## src/rtl/alu_issue_stage.sv

```systemverilog
// ID->EX issue stage: decodes MIPS opcode/funct into an ALU control code, selects
// operands, and buffers up to two ops behind a registered id_ready.
module alu_issue_stage #(
   parameter int DATA_W = 32,
   parameter int CNT_W  = 16
) (
   input  logic              clk,
   input  logic              rst,
   input  logic              flush,
   input  logic              id_valid,
   output logic              id_ready,
   input  logic [5:0]        id_opcode,
   input  logic [5:0]        id_funct,
   input  logic [DATA_W-1:0] id_rs_val,
   input  logic [DATA_W-1:0] id_rt_val,
   input  logic [15:0]       id_imm,
   output logic              ex_valid,
   input  logic              ex_ready,
   output logic [DATA_W-1:0] ex_in_1,
   output logic [DATA_W-1:0] ex_in_2,
   output logic [3:0]        ex_ctrl,
   output logic              ex_is_branch,
   output logic              ex_branch_ne,
   output logic              ex_illegal,
   output logic [CNT_W-1:0]  issue_cnt
);

   typedef struct packed {
      logic [DATA_W-1:0] in_1;
      logic [DATA_W-1:0] in_2;
      logic [3:0]        ctrl;
      logic              is_branch;
      logic              branch_ne;
      logic              illegal;
   } op_t;

   typedef enum logic [1:0] {EMPTY, ONE, TWO} state_t;

   state_t state, state_nx;
   op_t    dec, main_q, skid_q;
   logic   accept, consume;
   logic   ld_main_dec, ld_main_skid, ld_skid;

   function automatic op_t decode(input logic [5:0] opcode, input logic [5:0] funct,
                                  input logic [DATA_W-1:0] rs, input logic [DATA_W-1:0] rt,
                                  input logic [15:0] imm);
      op_t d;
      d         = '0;
      d.in_1    = rs;
      d.in_2    = rt;
      d.ctrl    = 4'b0010;
      case (opcode)
         6'b000000: begin
            case (funct)
               6'b100000: d.ctrl = 4'b0010;
               6'b100010: d.ctrl = 4'b0110;
               6'b100110: d.ctrl = 4'b0000;
               6'b100101: d.ctrl = 4'b0001;
               default:   d.illegal = 1'b1;
            endcase
         end
         6'b001000, 6'b100011, 6'b101011: d.in_2 = DATA_W'(signed'(imm));
         6'b001110: begin d.ctrl = 4'b0000; d.in_2 = DATA_W'(imm); end
         6'b001101: begin d.ctrl = 4'b0001; d.in_2 = DATA_W'(imm); end
         6'b000100, 6'b000101: begin
            d.ctrl      = 4'b0110;
            d.is_branch = 1'b1;
            d.branch_ne = opcode[0];
         end
         default: d.illegal = 1'b1;
      endcase
      // Illegal ops still flow to EX, but with neutral operands.
      if (d.illegal) begin
         d.in_1      = '0;
         d.in_2      = '0;
         d.ctrl      = 4'b0010;
         d.is_branch = 1'b0;
         d.branch_ne = 1'b0;
      end
      return d;
   endfunction

   assign dec      = decode(id_opcode, id_funct, id_rs_val, id_rt_val, id_imm);
   assign id_ready = (state != TWO) & ~rst;
   assign ex_valid = (state != EMPTY);
   assign accept   = id_valid & id_ready;
   assign consume  = ex_valid & ex_ready;

   always_comb begin
      state_nx     = state;
      ld_main_dec  = 1'b0;
      ld_main_skid = 1'b0;
      ld_skid      = 1'b0;
      case (state)
         EMPTY: if (accept) begin state_nx = ONE; ld_main_dec = 1'b1; end
         ONE: begin
            if (accept & consume)  ld_main_dec = 1'b1;
            else if (accept)       begin state_nx = TWO; ld_skid = 1'b1; end
            else if (consume)      state_nx = EMPTY;
         end
         TWO: if (consume) begin state_nx = ONE; ld_main_skid = 1'b1; end
         default: state_nx = EMPTY;
      endcase
      if (flush) begin
         state_nx     = EMPTY;
         ld_main_dec  = 1'b0;
         ld_main_skid = 1'b0;
         ld_skid      = 1'b0;
      end
   end

   always_ff @(posedge clk or posedge rst) begin
      if (rst) begin
         state     <= EMPTY;
         main_q    <= '0;
         skid_q    <= '0;
         issue_cnt <= '0;
      end else begin
         state <= state_nx;
         if (ld_main_dec)       main_q <= dec;
         else if (ld_main_skid) main_q <= skid_q;
         if (ld_skid)           skid_q <= dec;
         // A handshake in a flush cycle still leaves the stage, so it counts.
         if (consume)           issue_cnt <= issue_cnt + 1'b1;
      end
   end

   assign ex_in_1      = main_q.in_1;
   assign ex_in_2      = main_q.in_2;
   assign ex_ctrl      = main_q.ctrl;
   assign ex_is_branch = main_q.is_branch;
   assign ex_branch_ne = main_q.branch_ne;
   assign ex_illegal   = main_q.illegal;

endmodule
```

## config.mk

```make
export PLATFORM = sky130hd
export DESIGN_NAME = alu_issue_stage
export DESIGN_NICKNAME = d
export VERILOG_FILES = /design/src/rtl/alu_issue_stage.sv
export SDC_FILE = /design/constraint.sdc
export NUM_CORES = 1
export LEC_CHECK = 0
export CAP_MARGIN = 20
export CORE_MARGIN = 2
export CORE_UTILIZATION = 53
export DETAILED_ROUTE_END_ITERATION = 8
export PLACE_DENSITY = 0.91
export SYNTH_ARGS = -nofsm -noshare
export SYNTH_HDL_FRONTEND = slang
export SYNTH_SLANG_ARGS = --single-unit
```

## constraint.sdc

```tcl
create_clock -name clk -period 15.7 [get_ports clk]
set_input_delay 2.355 -clock clk [delete_from_list [all_inputs] [get_ports clk]]
set_output_delay 2.355 -clock clk [all_outputs]
set_load 0.1 [all_outputs]
```

==> summary.md, run 1 <==
| Metric | Value |
|---|---|
| Crit path arrival time | 4.13 ns |
| CP max-delay cell | clkdlybuf4s50_1 |
| Max-cap violations | 0 |
| R2R setup slack | 13.24 ns |
| Die X | 119 um |
| Router iterations before antenna repair | 5 |
| First-pass GRT wire length | 29.1 mm |
| CTS resizes | 0 |
| Ys Warns | 0 |
| Yosys cell types | 53 |
| Rel. slew slack | 30.0% |
| Die Span Y | 119 um |
| Layout area overhead | 34.9% |
| Fin area | 9490 um2 |
| # diodes | 0 |
| TritonCTS clock tree | done |
| Wire per inst | 17.5 um |
| Core area | 13100 um2 |
| Largest net degree at the start of global routing | 107 |
| Critical-path maximum fanout | 3 |
| Gate Count Post-Synth | 686 |
| Slew Limit Fails | 0 |
| Clock skew | 0.00572 ns |
| Synthesized cell area | 7030 um2 |
| Met1 Usage GRT | 34.0% |
| Fillers | 942 |
| Clk Latency, worst-skew pair | 0.41 ns |
| Gr usage total | 25.9% |
| Most used routing layer | met2 |
| Final Power | 1.12 mW |
| Clock slew at reported path FFs | 0.06 ns |
| Register area | 3950 um2 |
| Max IR drop VDD | 0.0758 mV |
| Tightest Pin Transition | 1.05 ns |
| Syn_nets | 784 |
| Crit-path cells | clkdlybuf4s50_1 > nor2_1 > clkdlybuf4s50_1 |
| Max Clk Rate | 154 MHz |
| I/O pins | 186 |
| Final wirelength | 18.0 mm |
| Initial Utilization | 53.8% |
| Post-DP HPWL | 11.0 mm |
| Area of the multi-input gates | 2780 um2 |
| Clk sink count | 158 |
| Via count | 5955 |
| CP Buf/Inv Count | 2 |
| Final setup vio count | 0 |
| Antenna violations before repair | 0 |
| Crit Path Category | in2out |
| Outcome | finished clean |
| Postcts setup bufs | 0 |
| # DRC | 0 |
| Launching point of the worst reg2reg path | state[0] |
| Leak Pwr | 4.09 nW |
| Placed instance count | 997 |
| Worst hold path startpoint | issue_cnt[15] |
| GR Overflow Total | 0 |
| Post-synth EDFFs | 0 |
| Vias in the first global route | 5736 |
| Row cnt | 42 |
| R2R depth | 4 |
| H-tree levels | 4 |
| Power per cell area | 118 nW/um2 |
| Die area | 14200 um2 |
| ANT nets after route | 0 |
| Hold Path Class | reg2reg |
| Final hold slack | 0.481 ns |
| Fin nets | 942 |
| Shortest clock period the worst path allows after layout | 6.48 ns |
| Critical Path Start | rst |
| Non-filler cells, final | 1029 |
| Seq/Total Area, Yosys | 56.2% |
| Total CTS buffers | 17 |
| Flip-flop and latch count after synthesis | 158 |
| R2R Path End | ex_illegal |
| Period utilization | 41.3% |
| I/O Buffers | 184 |
| CP Capture Type | output port |
| Worst Hold Path Cells | 1 |
| Crit path top cell by count | clkdlybuf4s50_1 |
| Hold Path End | issue_cnt[15] |
| Critical Path RT | 13.35 ns |
| CP Launch Type | primary input |
| GRT met3 Usage | 7.18% |
| GR Layer Usage met2 | 41.5% |
| CTS root buf | clkbuf_16 |
| RSZ-0062 raised after global routing | false |
| GPL Wtd Cong | 0.805 |
| CTS Hold Bufs | 0 |
| CP delay by family, top | buffers and inverters |
| Top FF cell, synth | dfrtp_1 |
| 1st-iter DRT viols | 630 |
| Final hold vios | 0 |
| Clock buffer depth | 2 |
| Syn Area/Cell | 10.3 um2 |
| DP Area | 8850 um2 |
| Sum Neg Setup Slack | 0 ns |
| Via density | 5.79 |
| Max incr delay on CP | 1.13 ns |
| Post-synth ARST share | 100% |
| Share of layout cells above drive strength 1 | 7.74% |
power breakdown:
group | switching (mW) | internal, mW
Combinational | 0.198 | 0.0772
Sequential | 0.0183 | 0.433
Clock | 0.155 | 0.242
flip-flops by register name, indices dropped and copies added, names as in the netlist:
| signal | count |
|---|---|
| skid_q | 70 |
| ex_illegal | 1 |
| ex_ctrl | 3 |
| ex_branch_ne | 1 |
| ex_in_1 | 32 |
| state | 2 |
| ex_is_branch | 1 |
| ex_in_2 | 32 |
| issue_cnt | 16 |
cell families (layout without fill, tap and decap cells):
logic type      Yosys count  in the layout  synth area share [%]
other cells               1              1                0.0533
xor+xnor                 19             19                  2.37
simple gates            194            194                  13.5
buf+inv                  58            225                  4.48
flops                   158            158                  56.2
compound gates          231            231                  19.7
fa+ha+maj                 1              1                 0.178
mux                      24             24                  3.49
synth_stat cells (2+ instances only):
cell type	instances	area (um2)
a21oi_1	29	145
a21oi_2	10	87.6
a22oi_1	45	338
a31oi_1	2	12.5
and3_1	6	37.5
and3b_1	2	17.5
buf_2	24	120
buf_4	5	37.5
buf_6	5	56.3
clkbuf_1	20	75.1
dfrtp_1	158	3950
inv_1	3	11.3
mux2_2	4	45.0
mux2i_1	20	200
nand2_1	91	342
nand2b_1	2	12.5
nand3_1	42	210
nand3_2	2	20.0
nor2_1	27	101
nor2b_1	2	12.5
nor3_1	3	15.0
nor3b_1	2	15.0
nor4_1	3	18.8
nor4_4	2	42.5
o21ai_0	72	360
o21ai_1	42	210
o22ai_1	18	113
o31ai_1	3	22.5
xnor2_1	13	114
xor2_1	6	52.6
area by class of cell:
class,count,share of cell area (%)
Sequential cell,158,41.7
Multi-Input combinational cell,470,29.3
Timing Repair Buffer,194,20.7
Clock buffer,21,4.96
Tap cell,176,2.32
Clock inverter,7,0.949
Inverter,3,0.171
stage by stage:
stage | worst slack (ns) | util (%)
floorplan | 9.08 | -
global placement | 9.23 | 67.7
detailed placement | 9.21 | 67.7
CTS | 9.21 | 71.9
global route | 9.19 | 72.5
finish | 9.22 | 72.5
cells in the final DEF, fill, tap and decap left out, types with 2 or more instances in the layout:
cell type | Yosys | layout
o21ai_1 | 42 | 42
a21oi_1 | 29 | 29
inv_1 | 3 | 2
o31ai_1 | 3 | 3
nor3b_1 | 2 | 2
nor4_1 | 3 | 3
mux2i_1 | 20 | 20
xor2_1 | 6 | 6
clkdlybuf4s50_1 | 0 | 184
nand3_1 | 42 | 42
nand2_1 | 91 | 89
clkbuf_8 | 0 | 3
nor2_1 | 27 | 27
nor4_4 | 2 | 2
a31oi_1 | 2 | 2
o22ai_1 | 18 | 18
nor3_1 | 3 | 3
a22oi_1 | 45 | 45
xnor2_1 | 13 | 13
clkbuf_16 | 0 | 17
bufinv_16 | 0 | 2
nor2b_1 | 2 | 2
a21oi_2 | 10 | 10
o21ai_0 | 72 | 72
nand2b_1 | 2 | 2
clkinv_2 | 0 | 3
clkinvlp_4 | 0 | 2
mux2_2 | 4 | 4
buf_4 | 5 | 6
dfrtp_1 | 158 | 158
nand3_2 | 2 | 2
and3_1 | 6 | 6
metal layers:
layer  share of wire, %  wire length, um
met1                 42             7510
met2                 49             8860
met3                7.8             1410
met4                1.3              231
met5                  0                0
worst max-delay path by stage:
stage          depth (start not counted)           end  slack, ns
3_5_place_dp                           3      id_ready       9.21
5_1_grt                                3      id_ready       9.19
3_3_place_gp                           3      id_ready       9.23
2_1_floorplan                          1  ex_branch_ne       9.08
6_report                               3      id_ready       9.22
4_1_cts                                3      id_ready       9.21
Note: power is estimated with default switching activity, not from simulation.
==> inputs of run 2 (changes only) <==
--- a/config.mk
+++ b/config.mk
@@ -7,9 +7,9 @@
 export LEC_CHECK = 0
 export CAP_MARGIN = 20
 export CORE_MARGIN = 2
-export CORE_UTILIZATION = 53
+export CORE_UTILIZATION = 44
 export DETAILED_ROUTE_END_ITERATION = 8
-export PLACE_DENSITY = 0.91
+export PLACE_DENSITY = 0.81
 export SYNTH_ARGS = -nofsm -noshare
 export SYNTH_HDL_FRONTEND = slang
 export SYNTH_SLANG_ARGS = --single-unit
==> constraint.sdc (replaced) <==
create_clock -name clk -period 5.9 [get_ports clk]
set_input_delay 0.885 -clock clk [delete_from_list [all_inputs] [get_ports clk]]
set_output_delay 0.885 -clock clk [all_outputs]
set_load 0.1 [all_outputs]
==> run 2 against run 1 <==
Effect of this change: clock power increased to 2.7 times the previous value; clock skew grew 0.00080 ns; hold slack worse by 0.0083 ns; sequential power rose to 2.7 times the previous value; cell area increased by 0.61%; sequential share of layout area is 0.25 points lower; routed wire length decreased by 0.38%; global-route usage shrank 4.1 points.
==> summary.md, run 2 (synthesis results as in run 1) <==
| Metric | Value |
|---|---|
| Hold Path Class | reg2reg (unchanged) |
| 1st-iter DRT viols | 431 (was 630) |
| Critical-path maximum fanout | 3 (unchanged) |
| Period utilization | 59.8% |
| # diodes | 0 (unchanged) |
| Psw | 981 uW (was 371 uW) |
| Die Span Y | 130 um (was 119 um) |
| GPL Wtd Cong | 0.775 (was 0.805) |
| Clk sink count | 158 (unchanged) |
| Biggest register | skid_q (unchanged) |
| Die area | 17000 um2 (was 14200 um2) |
| CP max-delay cell | clkdlybuf4s50_1 (unchanged) |
| Commonest non-fill, non-tap cell in the layout | clkdlybuf4s50_1 (unchanged) |
| # DRC | 0 (unchanged) |
| Final hold slack | 0.473 ns (was 0.481 ns) |
| Clock slew at reported path FFs | 0.06 ns (about the same) |
| CP Launch Type | primary input (unchanged) |
| Layout area overhead | 35.7% (was 34.9%) |
| CP Capture Type | output port (unchanged) |
| Final setup vio count | 0 (unchanged) |
| R2R Path End | ex_illegal (unchanged) |
| Placed instance count | 1039 (was 997) |
| Clock buffer depth | 2 (unchanged) |
| Power per cell area | 315 nW/um2 (was 118 nW/um2) |
| Total CTS buffers | 17 (unchanged) |
| Initial Utilization | 44.6% (was 53.8%) |
| CP delay by family, top | buffers and inverters (unchanged) |
| Fin nets | 942 (unchanged) |
| Largest net degree at the start of global routing | 114 (was 107) |
| Clk Latency, worst-skew pair | 0.42 ns (was 0.41 ns) |
| Clock skew | 0.00652 ns (was 0.00572 ns) |
| Router iterations before antenna repair | 6 (was 5) |
| Antenna violations before repair | 0 (unchanged) |
| Crit-path cells | clkdlybuf4s50_1 > nor2_1 > clkdlybuf4s50_1 (unchanged) |
| Core area | 15800 um2 (was 13100 um2) |
| Fin area | 9550 um2 (was 9490 um2) |
| Vias in the first global route | 5591 (was 5736) |
| Max Clk Rate | 283 MHz |
| Gr usage total | 21.8% (was 25.9%) |
| Final hold vios | 0 (unchanged) |
| ANT nets after route | 0 (unchanged) |
| Crit path top cell by count | clkdlybuf4s50_1 (unchanged) |
| Share of layout cells above drive strength 1 | 7.49% (was 7.74%) |
| H-tree levels | 4 (unchanged) |
| Slew Limit Fails | 0 (unchanged) |
| Via density | 5.40 (was 5.79) |
| CTS Hold Bufs | 0 (unchanged) |
| Max reg flops | 70 (unchanged) |
| Hold Path End | issue_cnt[15] (unchanged) |
| DP Area | 8920 um2 (was 8850 um2) |
| Cell Int Power | 2.03 mW (was 753 uW) |
| Row cnt | 46 (was 42) |
| Die X | 130 um (was 119 um) |
| TritonCTS clock tree | done (unchanged) |
| Non-filler cells, final | 1071 (was 1029) |
| Worst Hold Path Cells | 1 (unchanged) |
| I/O pins | 186 (unchanged) |
| Rel. slew slack | 29.4% (was 30.0%) |
| Switching share of total power | 32.6% (was 33.0%) |
| CP Buf/Inv Count | 2 (unchanged) |
| Via count | 5784 (was 5955) |
| Post-DP HPWL | 11.3 mm (was 11.0 mm) |
| Launching point of the worst reg2reg path | state[0] (unchanged) |
| Crit path arrival time | 2.64 ns (was 4.13 ns) |
| Most used routing layer | met2 (unchanged) |
| Max IR drop VDD | 0.191 mV (was 0.0758 mV) |
| Tightest Pin Transition | 1.06 ns (was 1.05 ns) |
| CTS resizes | 0 (unchanged) |
| Sum Neg Setup Slack | 0 ns (unchanged) |
| Fillers | 1312 (was 942) |
| Outcome | finished clean (unchanged) |
| Critical Path RT | 5.02 ns (was 13.35 ns) |
| Post-Route Utilization | 60.5% (was 72.5%) |
| GR Layer Usage met2 | 34.8% (was 41.5%) |
| Worst hold path startpoint | issue_cnt[15] (unchanged) |
| Max-cap violations | 0 (unchanged) |
| R2R setup slack | 3.47 ns (was 13.24 ns) |
| First-pass GRT wire length | 28.9 mm (was 29.1 mm) |
| CTS root buf | clkbuf_16 (unchanged) |
| Shortest clock period the worst path allows after layout | 3.53 ns |
| R2R depth | 4 (unchanged) |
| Comb pwr share | 24.2% (was 24.5%) |
| Met1 Usage GRT | 29.4% (was 34.0%) |
| Commonest non-fill, non-tap cells in the layout | 184 x clkdlybuf4s50_1, 158 x dfrtp_1, 89 x nand2_1, 72 x o21ai_0, 45 x a22oi_1 (unchanged) |
| Wire per inst | 16.8 um (was 17.5 um) |
| Max incr delay on CP | 1.13 ns (about the same) |
| Final wirelength | 17.9 mm (was 18.0 mm) |
| RSZ-0062 raised after global routing | false (unchanged) |
| I/O Buffers | 184 (unchanged) |
| Clock power share | 35.9% (was 35.3%) |
| Sequential power share | 40.0% (was 40.2%) |
| GR Overflow Total | 0 (unchanged) |
| Crit Path Category | in2out (unchanged) |
| Postcts setup bufs | 0 (unchanged) |
| Leak Pwr | 4.10 nW (was 4.09 nW) |
| GRT met3 Usage | 5.66% (was 7.18%) |
run 2: cell count changes in the layout (fill, tap and decap cells not counted), sizes merged:
| cell | previous run | this run |
|---|---|---|
| bufinv | 2 | 3 |
| clkbuf | 21 | 23 |
| clkinv | 3 | 4 |
| clkinvlp | 2 | 0 |
run 2: worst register-to-register path: cells and delay by family, from the launching register on:
family | cells | cell delay, ns
AND/OR/NAND/NOR | 3 | 1.48
flip-flops | 1 | 0.44
AO/OA/AOI/OAI | 1 | 0.39
run 2: worst max-delay path by stage:
stage,to,startpoint,cells after the start
3_3_place_gp,ex_illegal,id_opcode[2],7
5_1_grt,id_ready,rst,3
6_report,id_ready,rst,3
4_1_cts,id_ready,rst,3
3_5_place_dp,ex_in_2[8],id_opcode[2],7
2_1_floorplan,ex_branch_ne,rst,1
run 2: layout make-up:
type	count	area [um2]	area share (%)
Timing Repair Buffer	194	1960	20.5
Inverter	3	16.3	0.170
Clock inverter	7	114	1.19
Tap cell	216	270	2.83
Multi-Input combinational cell	470	2780	29.1
Sequential cell	158	3950	41.4
Clock buffer	23	458	4.80
run 2: power by group through the flow:
stage	sequential, mW	clock, mW	combinational [mW]
after floorplan	1.56	0	0.165
after global placement	1.22	0	0.721
after detailed placement	1.22	0	0.727
after CTS	1.20	1.10	0.728
after global routing	1.21	1.15	0.764
final	1.20	1.08	0.727
run 2: layer usage:
layer | routed length [um] | part of all wire (%)
met5 | 0 | 0
met4 | 203 | 1.1
met3 | 1350 | 7.5
met2 | 8470 | 47
met1 | 7920 | 44
run 2: metrics by stage:
step                total power, mW  worst slack [ns]
floorplan                      1.73             0.752
global placement               1.94              2.27
detailed placement             1.95              2.23
CTS                            3.03              2.36
global route                   3.12              2.33
finish                         3.01              2.37
==> inputs of run 3 (changes only) <==
==> constraint.sdc (replaced) <==
create_clock -name clk -period 3.1 [get_ports clk]
set_input_delay 0.465 -clock clk [delete_from_list [all_inputs] [get_ports clk]]
set_output_delay 0.465 -clock clk [all_outputs]
set_load 0.1 [all_outputs]
==> run 3 against run 2 <==
Effect of this change: non-clock buffer count up 13; cell area down 0.89%; clock skew up 0.0035 ns; clock-buffer cell count down 1; routed wire length up 1.3%; setup slack worse by 1.5 ns; critical path depth up 4; final cell count up 1.3%; register-to-register slack worse by 2.5 ns; largest power group unchanged.
==> summary.md, run 3 (synthesis results as in run 1) <==
| Metric | Value |
|---|---|
| Outcome | finished clean (unchanged) |
| CTS resizes | 0 (unchanged) |
| Crit path arrival time | 2.53 ns (was 2.64 ns) |
| I/O pins | 186 (unchanged) |
| Sum Neg Setup Slack | 0 ns (unchanged) |
| Via density | 5.38 (was 5.40) |
| Core area | 15800 um2 (unchanged) |
| Tightest Pin Transition | 0.691 ns (was 1.06 ns) |
| Layout area overhead | 34.5% (was 35.7%) |
| First-pass GRT wire length | 29.5 mm (was 28.9 mm) |
| Final wirelength | 18.2 mm (was 17.9 mm) |
| Share of layout cells above drive strength 1 | 19.3% (was 7.49%) |
| Postcts setup bufs | 0 (unchanged) |
| Router iterations before antenna repair | 6 (unchanged) |
| Period utilization | 71.8% |
| CTS root buf | clkbuf_16 (unchanged) |
| Clock slew at reported path FFs | 0.06 ns (about the same) |
| # DRC | 0 (unchanged) |
| Critical Path RT | 3.40 ns (was 5.02 ns) |
| I/O Buffers | 184 (unchanged) |
| Leak Pwr | 4.31 nW (was 4.10 nW) |
| 1st-iter DRT viols | 392 (was 431) |
| Clock buffer depth | 2 (unchanged) |
| Critical Path Start | id_opcode[5] (was rst) |
| Row cnt | 46 (unchanged) |
| Setup WS pre-CTS | 0.452 ns (was 2.23 ns) |
| Worst hold path startpoint | issue_cnt[15] (unchanged) |
| Max Clk Rate | 449 MHz |
| CTS Hold Bufs | 0 (unchanged) |
| ANT nets after route | 0 (unchanged) |
| PnR worst setup slack | 0.873 ns (was 2.37 ns) |
| TritonCTS clock tree | done (unchanged) |
| Final setup vio count | 0 (unchanged) |
| Crit Path Category | in2reg (was in2out) |
| CP Capture Type | flop (was output port) |
| Gr usage total | 22.2% (was 21.8%) |
| Final hold vios | 0 (unchanged) |
| Clock skew | 0.0100 ns (was 0.00652 ns) |
| Vias in the first global route | 5790 (was 5591) |
| Antenna violations before repair | 0 (unchanged) |
| Die area | 17000 um2 (unchanged) |
| Die Span Y | 130 um (unchanged) |
| Shortest clock period the worst path allows after layout | 2.23 ns |
| Biggest register | skid_q (unchanged) |
| Post-DP HPWL | 12.2 mm (was 11.3 mm) |
| GR Overflow Total | 0 (unchanged) |
| RSZ-0062 raised after global routing | false (unchanged) |
| Power per cell area | 593 nW/um2 (was 315 nW/um2) |
| Commonest non-fill, non-tap cell in the layout | dfrtp_1 (was clkdlybuf4s50_1) |
| Via count | 5840 (was 5784) |
| Critical-path maximum fanout | 29 (was 3) |
| Max IR drop VDD | 0.390 mV (was 0.191 mV) |
| Initial Utilization | 44.6% (unchanged) |
| H-tree levels | 4 (unchanged) |
| Wire per inst | 16.8 um (about the same) |
| Commonest non-fill, non-tap cells in the layout | 158 x dfrtp_1, 103 x buf_4, 96 x clkdlybuf4s50_1, 89 x nand2_1, 72 x o21ai_0 (was 184 x clkdlybuf4s50_1, 158 x dfrtp_1, 89 x nand2_1, 72 x o21ai_0, 45 x a22oi_1) |
| Die X | 130 um (unchanged) |
| Clk Latency, worst-skew pair | 0.42 ns (about the same) |
| GPL Wtd Cong | 0.782 (was 0.775) |
| CP Launch Type | primary input (unchanged) |
| Fin nets | 955 (was 942) |
| Total CTS buffers | 17 (unchanged) |
| Launching point of the worst reg2reg path | state[1] (was state[0]) |
| Max-cap violations | 0 (unchanged) |
| Max reg flops | 70 (unchanged) |
| Slew Limit Fails | 0 (unchanged) |
| Rel. slew slack | 53.5% (was 29.4%) |
| Hold Path Class | reg2reg (unchanged) |
| # diodes | 0 (unchanged) |
| Clk sink count | 158 (unchanged) |
| Fillers | 1367 (was 1312) |
| Largest net degree at the start of global routing | 69 (was 114) |
run 3: critical path, cell delays in order:
cell,delay (ns)
clkdlybuf4s50_1,0.75
and4bb_1,0.28
o21ai_2,0.19
a21o_1,0.19
buf_12,0.22
mux2i_1,0.30
o21ai_1,0.10
run 3: where the power goes:
| part | switching (mW) | internal (mW) |
|---|---|---|
| sequential | 0.0920 | 2.19 |
| clock | 0.823 | 1.14 |
| combinational | 0.998 | 0.367 |
| total | 1.91 | 3.70 |
run 3: layout make-up:
cell class	count	area, um2	share of cell area [%]
timing repair buffer	207	1890	20.0
sequential	158	3950	41.8
inverter	3	15.0	0.159
multi-input combinational	470	2780	29.3
tap	216	270	2.86
clock buffer	22	464	4.91
clock inverter	9	86.3	0.913
run 3: final timing paths:
kind                                      end  slack, ns  cells past startpoint
worst min register to register  issue_cnt[15]       0.48                      1
max in group asynchronous           skid_q[2]       1.95                      3
min in group asynchronous        issue_cnt[6]       0.53                      2
worst min-delay path            issue_cnt[15]       0.48                      1
worst max register to register     ex_in_1[9]       1.01                      6
worst max-delay path               ex_in_2[6]       0.87                      7
run 3: per-stage QoR:
step / util (%) / power (mW) / hold slack (ns) / cell area (um2) / std cells
after floorplan: - / 3.29 / 0.450 / 7040 / 686
after global placement: 56.5 / 3.68 / 0.461 / 8910 / 1054
after detailed placement: 56.5 / 3.69 / 0.470 / 8910 / 1054
after CTS: 60.0 / 5.66 / 0.482 / 9460 / 1085
after global routing: 60.0 / 5.83 / 0.503 / 9460 / 1085
final: 60.0 / 5.61 / 0.477 / 9460 / 1085
run 3: routing by layer:
| layer | routed length [um] | GRT usage (%) |
|---|---|---|
| met3 | 1590 | 6.96 |
| met4 | 251 | 7.32 |
| met5 | 0 | 0 |
| met2 | 8580 | 34.4 |
| met1 | 7760 | 30.1 |
